### config.mk
export PLATFORM = sky130hd
export DESIGN_NAME = instr_fetch_unit
export DESIGN_NICKNAME = d
export VERILOG_FILES = /design/src/rtl/instr_fetch_unit.sv
export SDC_FILE = /design/constraint.sdc
export NUM_CORES = 1
export LEC_CHECK = 0
export CAP_MARGIN = 20
export CORE_MARGIN = 2
export CORE_UTILIZATION = 50
export DETAILED_ROUTE_END_ITERATION = 10
export PLACE_DENSITY = 0.78
export SKIP_CTS_REPAIR_TIMING = 1
export SLEW_MARGIN = 0
export SYNTH_ARGS = -nofsm -noshare
export SYNTH_HDL_FRONTEND = slang
export SYNTH_SLANG_ARGS = --single-unit
### constraint.sdc
create_clock -name clk -period 8.15 [get_ports clk]
set_input_delay 2.445 -clock clk [delete_from_list [all_inputs] [get_ports clk]]
set_output_delay 2.445 -clock clk [all_outputs]
set_load 0.005 [all_outputs]
### src/rtl/instr_fetch_unit.sv
// instr_fetch_unit
//   Instruction-side initiator on a req/gnt/rvalid memory bus. Keeps a
//   program counter, issues one word-aligned fetch at a time and buffers the
//   returned words, tagged with their address, in a small prefetch FIFO that
//   the decode stage drains over a valid/ready handshake. A branch redirects
//   the PC, flushes the FIFO and discards any response still in flight.
//
// Ports
//   clk, rst            clock (rising edge), synchronous active-high reset
//   enable_i            fetch permitted; an in-flight transfer always completes
//   instr_req_o         registered request to memory
//   instr_addr_o        registered, word-aligned request byte address
//   instr_gnt_i         request accepted (only looked at while requesting)
//   instr_rvalid_i      response valid (only looked at while awaiting one)
//   instr_rdata_i       response data
//   branch_i            one-cycle redirect strobe
//   branch_addr_i       redirect target (low bits ignored)
//   fetch_valid_o       FIFO head valid
//   fetch_rdata_o       FIFO head instruction
//   fetch_addr_o        FIFO head instruction address
//   fetch_ready_i       consumer pops the head when valid & ready
module instr_fetch_unit #(
  parameter int                     ADDR_WIDTH = 8,
  parameter int                     DATA_WIDTH = 32,
  parameter int                     FIFO_DEPTH = 2,
  parameter logic [ADDR_WIDTH-1:0]  BOOT_ADDR  = '0
) (
  input  logic                  clk,
  input  logic                  rst,
  input  logic                  enable_i,
  output logic                  instr_req_o,
  output logic [ADDR_WIDTH-1:0] instr_addr_o,
  input  logic                  instr_gnt_i,
  input  logic                  instr_rvalid_i,
  input  logic [DATA_WIDTH-1:0] instr_rdata_i,
  input  logic                  branch_i,
  input  logic [ADDR_WIDTH-1:0] branch_addr_i,
  output logic                  fetch_valid_o,
  output logic [DATA_WIDTH-1:0] fetch_rdata_o,
  output logic [ADDR_WIDTH-1:0] fetch_addr_o,
  input  logic                  fetch_ready_i
);

  localparam int STEP  = DATA_WIDTH / 8;
  localparam int PTR_W = (FIFO_DEPTH > 1) ? $clog2(FIFO_DEPTH) : 1;
  localparam int CNT_W = $clog2(FIFO_DEPTH + 1);

  localparam logic [ADDR_WIDTH-1:0] STEP_A     = ADDR_WIDTH'(STEP);
  localparam logic [ADDR_WIDTH-1:0] ALIGN_MASK = ~(STEP_A - ADDR_WIDTH'(1));
  localparam logic [CNT_W-1:0]      DEPTH_C    = CNT_W'(FIFO_DEPTH);

  typedef enum logic [1:0] {
    IDLE,
    REQ,
    WAIT_RV
  } state_t;

  state_t                  state_reg, state_next;
  logic [ADDR_WIDTH-1:0]   pc_reg, pc_next;
  logic [ADDR_WIDTH-1:0]   addr_reg, addr_next;
  logic                    req_reg;
  logic [ADDR_WIDTH-1:0]   tag_reg;
  logic                    discard_reg, discard_next;
  logic [CNT_W-1:0]        count_reg, count_next;
  logic [PTR_W-1:0]        wr_ptr_reg, rd_ptr_reg;
  logic                    push, pop, credit_ok;
  logic [ADDR_WIDTH-1:0]   branch_target;

  // Packed so that each generated entry owns its own slice.
  logic [FIFO_DEPTH-1:0][ADDR_WIDTH-1:0] fifo_addr_reg;
  logic [FIFO_DEPTH-1:0][DATA_WIDTH-1:0] fifo_data_reg;

  function automatic logic [PTR_W-1:0] next_ptr(input logic [PTR_W-1:0] p);
    return (p == PTR_W'(FIFO_DEPTH - 1)) ? '0 : p + PTR_W'(1);
  endfunction

  assign branch_target = branch_addr_i & ALIGN_MASK;

  // FIFO bookkeeping. A branch wins over both a push and a pop in the
  // same cycle, so the FIFO is guaranteed empty after the redirect.
  always_comb begin
    push       = (state_reg == WAIT_RV) && instr_rvalid_i && !discard_reg && !branch_i;
    pop        = (count_reg != '0) && fetch_ready_i && !branch_i;
    count_next = count_reg;
    if (branch_i) begin
      count_next = '0;
    end else begin
      case ({push, pop})
        2'b10:   count_next = count_reg + CNT_W'(1);
        2'b01:   count_next = count_reg - CNT_W'(1);
        default: count_next = count_reg;
      endcase
    end
    // Occupancy after this cycle's push/pop; a new request is only raised
    // while there is room for its response, so a push never overflows.
    credit_ok = (count_next < DEPTH_C);
  end

  // Fetch FSM, PC and discard tracking.
  always_comb begin
    state_next   = state_reg;
    pc_next      = pc_reg;
    addr_next    = addr_reg;
    discard_next = discard_reg;

    case (state_reg)
      IDLE:    if (enable_i && credit_ok) state_next = REQ;
      REQ:     if (instr_gnt_i) state_next = WAIT_RV;
      WAIT_RV: if (instr_rvalid_i) state_next = (enable_i && credit_ok) ? REQ : IDLE;
      default: state_next = IDLE;
    endcase

    // A request that was redirected while waiting for gnt leaves the PC at
    // the branch target, so its grant must not advance the PC.
    if (branch_i) begin
      pc_next = branch_target;
    end else if (state_reg == REQ && instr_gnt_i && !discard_reg) begin
      pc_next = addr_reg + STEP_A;
    end

    // discard marks the single outstanding transaction as stale. It is
    // cleared when that response is consumed (a branch in the same cycle
    // drops the response through the push gating instead).
    if (state_reg == WAIT_RV && instr_rvalid_i) begin
      discard_next = 1'b0;
    end else if (branch_i && state_reg != IDLE) begin
      discard_next = 1'b1;
    end

    // The request address is captured on entry to REQ and then held
    // stable until the grant, even across a redirect.
    if (state_reg != REQ && state_next == REQ) begin
      addr_next = branch_i ? branch_target : pc_reg;
    end
  end

  always_ff @(posedge clk) begin
    if (rst) begin
      state_reg   <= IDLE;
      pc_reg      <= BOOT_ADDR;
      addr_reg    <= BOOT_ADDR;
      req_reg     <= 1'b0;
      tag_reg     <= '0;
      discard_reg <= 1'b0;
      count_reg   <= '0;
      wr_ptr_reg  <= '0;
      rd_ptr_reg  <= '0;
    end else begin
      state_reg   <= state_next;
      pc_reg      <= pc_next;
      addr_reg    <= addr_next;
      req_reg     <= (state_next == REQ);
      discard_reg <= discard_next;
      count_reg   <= count_next;
      if (state_reg == REQ && instr_gnt_i) begin
        tag_reg <= addr_reg;
      end
      if (branch_i) begin
        wr_ptr_reg <= '0;
        rd_ptr_reg <= '0;
      end else begin
        if (push) wr_ptr_reg <= next_ptr(wr_ptr_reg);
        if (pop)  rd_ptr_reg <= next_ptr(rd_ptr_reg);
      end
    end
  end

  // Prefetch storage, one register pair per entry; cleared on reset so the
  // head fields read as zero until the first push.
  for (genvar gi = 0; gi < FIFO_DEPTH; gi++) begin : g_entry
    always_ff @(posedge clk) begin
      if (rst) begin
        fifo_addr_reg[gi] <= '0;
        fifo_data_reg[gi] <= '0;
      end else if (push && wr_ptr_reg == PTR_W'(gi)) begin
        fifo_addr_reg[gi] <= tag_reg;
        fifo_data_reg[gi] <= instr_rdata_i;
      end
    end
  end

  assign instr_req_o   = req_reg;
  assign instr_addr_o  = addr_reg;
  assign fetch_valid_o = (count_reg != '0);
  assign fetch_addr_o  = fifo_addr_reg[rd_ptr_reg];
  assign fetch_rdata_o = fifo_data_reg[rd_ptr_reg];

endmodule

# == After elaboration in Yosys (flattened, before gate mapping) ==
# Index checks and enable logic that the tools add are counted.
# classes
n_addsub,5
multipliers,0
div,0
order_cmp,2
n_eq_ne,6
n_shift,0
n_mux,16
bitwise,1
n_reduce_logical,20
# ops
operator,count
$mux W32,2
$mux W8,5
$logic_and A1 B1 Y1,12
$add A8 B3 Y8 const B,1
$mux W2,4
$eq A2 B1 Y1 const B,3
$pmux W2 S3,1
$reduce_bool A2 Y1,3
$eq A2 B2 Y1 const B,2
$pmux W2 S2,1
$reduce_or A2 Y1,2
$mux W1,3
$add A1 B1 Y1 const B,2
$add A2 B1 Y2 const B,1
$logic_not A1 Y1,2
$logic_not A2 Y1,1
$lt A1 B2 Y1 const B,1
$lt A2 B2 Y1 const B,1
$ne A2 B1 Y1 const B,1
$sub A2 B1 Y2 const B,1
$not A1 Y1,1
# word_totals
register_bits,112
latch_bits,0
ram_bits,0
romBits,0
input_bits,47
elab_cells,64
mem_count,0

# == Logic depth before layout (Yosys ltp) ==
# depth
ltp_word,14
ltp_mapped,9
depth_no_buf,8

# == Least setup slack after synthesis ==
# No wires, ideal clock.
# synth_timing
kind,input-to-reg
from,in branch_i
to,"reg addr_reg[3], in the netlist instr_addr_o[3]"
setup_ps,141
arrival_ps,4201
t_required_ps,8009
slack_ps,3808
cell_stages,7
cell_sequence,nand2b_4 -> or3_1 -> ha_1 -> xnor2_1 -> mux2_2 -> nor2_1 -> a311oi_1
# synth_via
elab_chain_cells,12
word_cells_on_any_way,16
# synth_rtl
element,line_no,text
"start, declared",36,"input logic branch_i,"
$logic_not A1 Y1,"82, 83",
"$logic_and A1 B1 Y1, on equally long branches","83, 82",
$eq A2 B1 Y1 or $eq A2 B2 Y1 (tied branches),88,"case ({push, pop})"
$pmux W2 S2,88,
$mux W2,85,if (branch_i) begin
$lt A2 B2 Y1,96,credit_ok = (count_next < DEPTH_C);
$logic_and A1 B1 Y1,"107, 109",
$mux W1,109,WAIT_RV: if (instr_rvalid_i) state_next = (enable_i && credit_ok) ? REQ : IDLE;
$mux W2,109,
$pmux W2 S3,106,case (state_reg)
$eq A2 B1 Y1,132,if (state_reg != REQ && state_next == REQ) begin
$logic_and A1 B1 Y1,132,
"end signal, assigned",151,addr_reg <= addr_next;
"end, declared",60,"logic [ADDR_WIDTH-1:0] addr_reg, addr_next;"
# Several ways; a longest one is shown, not always the timed one.
# A chain may end at the register's enable or synchronous reset.

# == Worst setup path after layout ==
# layout_timing
from,in branch_i
to,"reg addr_reg[6], in the netlist instr_addr_o[6]"
# Same word-level chain as after synthesis.

==> results by group <==
Critical path
  – Critical-path cell list: clkdlybuf4s50_1 -> nand2b_4 -> or3_1 -> ha_1 -> xnor2_1 -> mux2_2 -> nor2_1 -> a311oi_1
  – Kind of critical path: input port to flip-flop
  – CP Capture Type: flip-flop
  – Slowest-stage cell, CP: clkdlybuf4s50_1
  – Slowest stage delay, CP: a little over 0.8 ns
  – Crit start category: input port
  – Worst EP arrival: 5.62 ns
  – Max FO, Critical Path: 25
  – CP required: approximately 8.4 ns

Layout
  – Layout filler cell count: 796
  – N_diodes: 0
  – FF/Latch Area: 2240 um2
  – Share of cells above drive strength 1: 11.1%
  – Area growth syn-to-layout: 24.5%
  – Nets: approximately 670
  – Final non-filler cell area: 5870 um2
  – Max reg flops: 64
  – Multi-input logic area: 2280 um2

Die
  – Row Count: 35
  – Initial Util: around half
  – I/O Pins: 97
  – Die Y: 101 um
  – Core area: 9200 um2
  – Die area: 10200 um2
  – Die width: 101 um

Global routing
  – GRT busiest layer: met2
  – Routing usage on met2: 38.4%
  – Met1 GRT Util: 27.2%
  – Met3 Usage GRT: 3.40%
  – First-pass GRT wire length: approximately 18000 um
  – GRT Residual Overflow: 0
  – Pin count of the biggest net entering global routing: 110
  – Antenna violations before repair: 0
  – GRT Util Overall: a little over a fifth
  – Vias in the first global route: 3944

STA
  – Min cycle time layout: around 5.4 ns
  – Slew @ Worst Pin: 1.08 ns
  – Clock skew: around 0.008 ns
  – Final Setup Violations: 0
  – Max Slew Vio Count: 0
  – Final Hold Fails: 0
  – Min setup slack post-route: 2.73 ns
  – FMAX: 0.185 GHz
  – RSZ-0062 raised after global routing: no
  – Worst slew margin: approximately 28%
  – Fin crit share: approximately 67%
  – Final setup TNS: 0 ns

Detailed routing
  – Drt initial violations: 134
  – Pre-antenna DRT Iters: 4
  – WL per Instance: between 10 and 15 um
  – Routed via count: ~4.0k
  – Vias/cell: 5.41
  – Final wirelength: 11100 um
  – DRC: 0
  – Post-DRT Antenna Nets: 0

Synth
  – Prevailing post-synth register cell: dfxtp_1
  – Number of flops mapped to enable cells by yosys: 0
  – Synthesized Nets: 605
  – Post-Syn Instances: 556
  – Total number of yosys warnings: 0
  – Post-synth cell types: 39
  – Synth Register Bits: 112
  – Seq/Total Area, Yosys: 47.5%
  – Syn Area/Cell: ~8.5 um2
  – Mapped cell area: 4720 um2
  – Async set-reset flop share out of synthesis: 0%

Power and ir drop
  – VDD IR max: about 0.00011 V
  – Static leakage: 2.05 nW
  – Total power: ~0.001 W
  – Power density cells: 171 nW/um2

Placed design
  – Pre-CTS setup slack: 2.40 ns
  – Detailed placement HPWL: 6780 um
  – Post-Place Cell Area: between 5000 and 6000 um2
  – Placer Congestion: 0.828
  – I/O Buffers: 94

Clock network
  – H-tree levels: 3
  – Root Driver: clkbuf_8
  – Total CTS buffers: 9
  – CTS tree: yes
  – CTS clk-pin slew, worst paths: 0.10 ns
  – Max clock buf depth: 2
  – Clk_lat worst skew: 0.36 ns
  – Sink Count: 112

Worst hold path
  – Hold Path Class: flip-flop to flip-flop

Flow run
  – Total of max-cap violations: 0

Status
  – Status: finished clean
## where the power goes
group	total, W	internal [W]	switching (W)
registers	0.000565	0.000555	0.00000961
logic	0.0000738	0.0000401	0.0000337
clock network	0.000368	0.000183	0.000185
## layout make-up
type | count | area share [%]
flip-flops and latches | 112 | 38.2
clock inverters | 6 | 1.56
well taps | 111 | 2.37
inverters | 2 | 0.128
multi-input cells | 401 | 38.9
clock buffers | 10 | 2.34
repair buffers | 98 | 16.5
## layout by cell type (no fill, tap or decap), types with 2 or more instances in the layout
cell	instances
o21a_1	2
nor2b_1	3
mux2i_1	10
buf_4	5
nand3_1	2
nand2_1	171
nand3b_1	2
or2_2	2
o21ai_0	7
ha_1	2
xor2_1	3
or3_1	3
nand2b_4	2
clkbuf_8	10
o22ai_1	2
mux2_2	41
nand4b_1	3
nand2b_1	7
a211oi_1	4
a21oi_1	94
bufinv_16	2
clkdlybuf4s50_1	93
a311oi_1	5
nor3_1	3
nor2_1	18
inv_1	2
clkinv_4	2
xnor2_1	4
dfxtp_1	111
## cells in the mapped netlist, types with 2 or more instances
cell type	n	share of area (%)
nand2_1	171	14
dfxtp_1	112	48
a21oi_1	94	10
mux2_2	41	9.8
clkbuf_1	20	1.6
nor2_1	18	1.4
buf_2	13	1.4
mux2i_1	10	2.1
nand2b_1	7	0.93
o21ai_0	7	0.74
a311oi_1	5	0.93
a211oi_1	4	0.64
buf_1	4	0.32
buf_6	4	0.96
xnor2_1	4	0.74
nand4b_1	3	0.56
nor2b_1	3	0.40
nor3_1	3	0.32
or3_1	3	0.40
xor2_1	3	0.56
ha_1	2	0.53
inv_1	2	0.16
nand2b_4	2	0.58
nand3_1	2	0.21
nand3b_1	2	0.32
o21a_1	2	0.32
o22ai_1	2	0.27
or2_2	2	0.27
## per-stage QoR
step                utilization (%)  hold WS [ns]  cells
global route                   63.8         0.479    740
floorplan                         -         0.433    556
detailed placement             61.3         0.446    724
CTS                            63.8         0.460    740
finish                         63.8         0.457    740
global placement               61.3         0.438    724
## final timing paths
check / startpoint / to / slack [ns] / cells after the start
setup / recovery: branch_i / instr_addr_o[6] / 2.73 / 8
hold / removal: fifo_data_reg[22] / fifo_data_reg[22] / 0.46 / 2
setup reg to reg: state_reg[1] / instr_addr_o[6] / 5.39 / 7
hold reg to reg: fifo_data_reg[22] / fifo_data_reg[22] / 0.46 / 2
## per-layer routing
metal | wire length, um | part of all wire (%)
met3 | 404 | 3.6
met4 | 153 | 1.4
met2 | 5430 | 49
met5 | 0 | 0
met1 | 5090 | 46
## cells by family after synthesis
kind of cell | share of synthesized area (%)
and+or+nand+nor | 20.6
AOI/OAI and AO/OA | 13.4
DFF | 47.5
muxes | 12.2
buffers and inverters | 4.40
xor gates and xnor gates | 1.30
adders and majority gates | 0.531
## critical path, delay by kind of cell
| family | cells | cell delay (ns) |
|---|---|---|
| AO/OA/AOI/OAI | 1 | 0.19 |
| XOR/XNOR | 1 | 0.35 |
| adder cells (fa/ha/maj) | 1 | 0.23 |
| buffers and inverters | 1 | 0.82 |
| multiplexers | 1 | 0.41 |
| AND/OR/NAND/NOR | 3 | 1.18 |
Note: power is estimated with default switching activity, not from simulation.
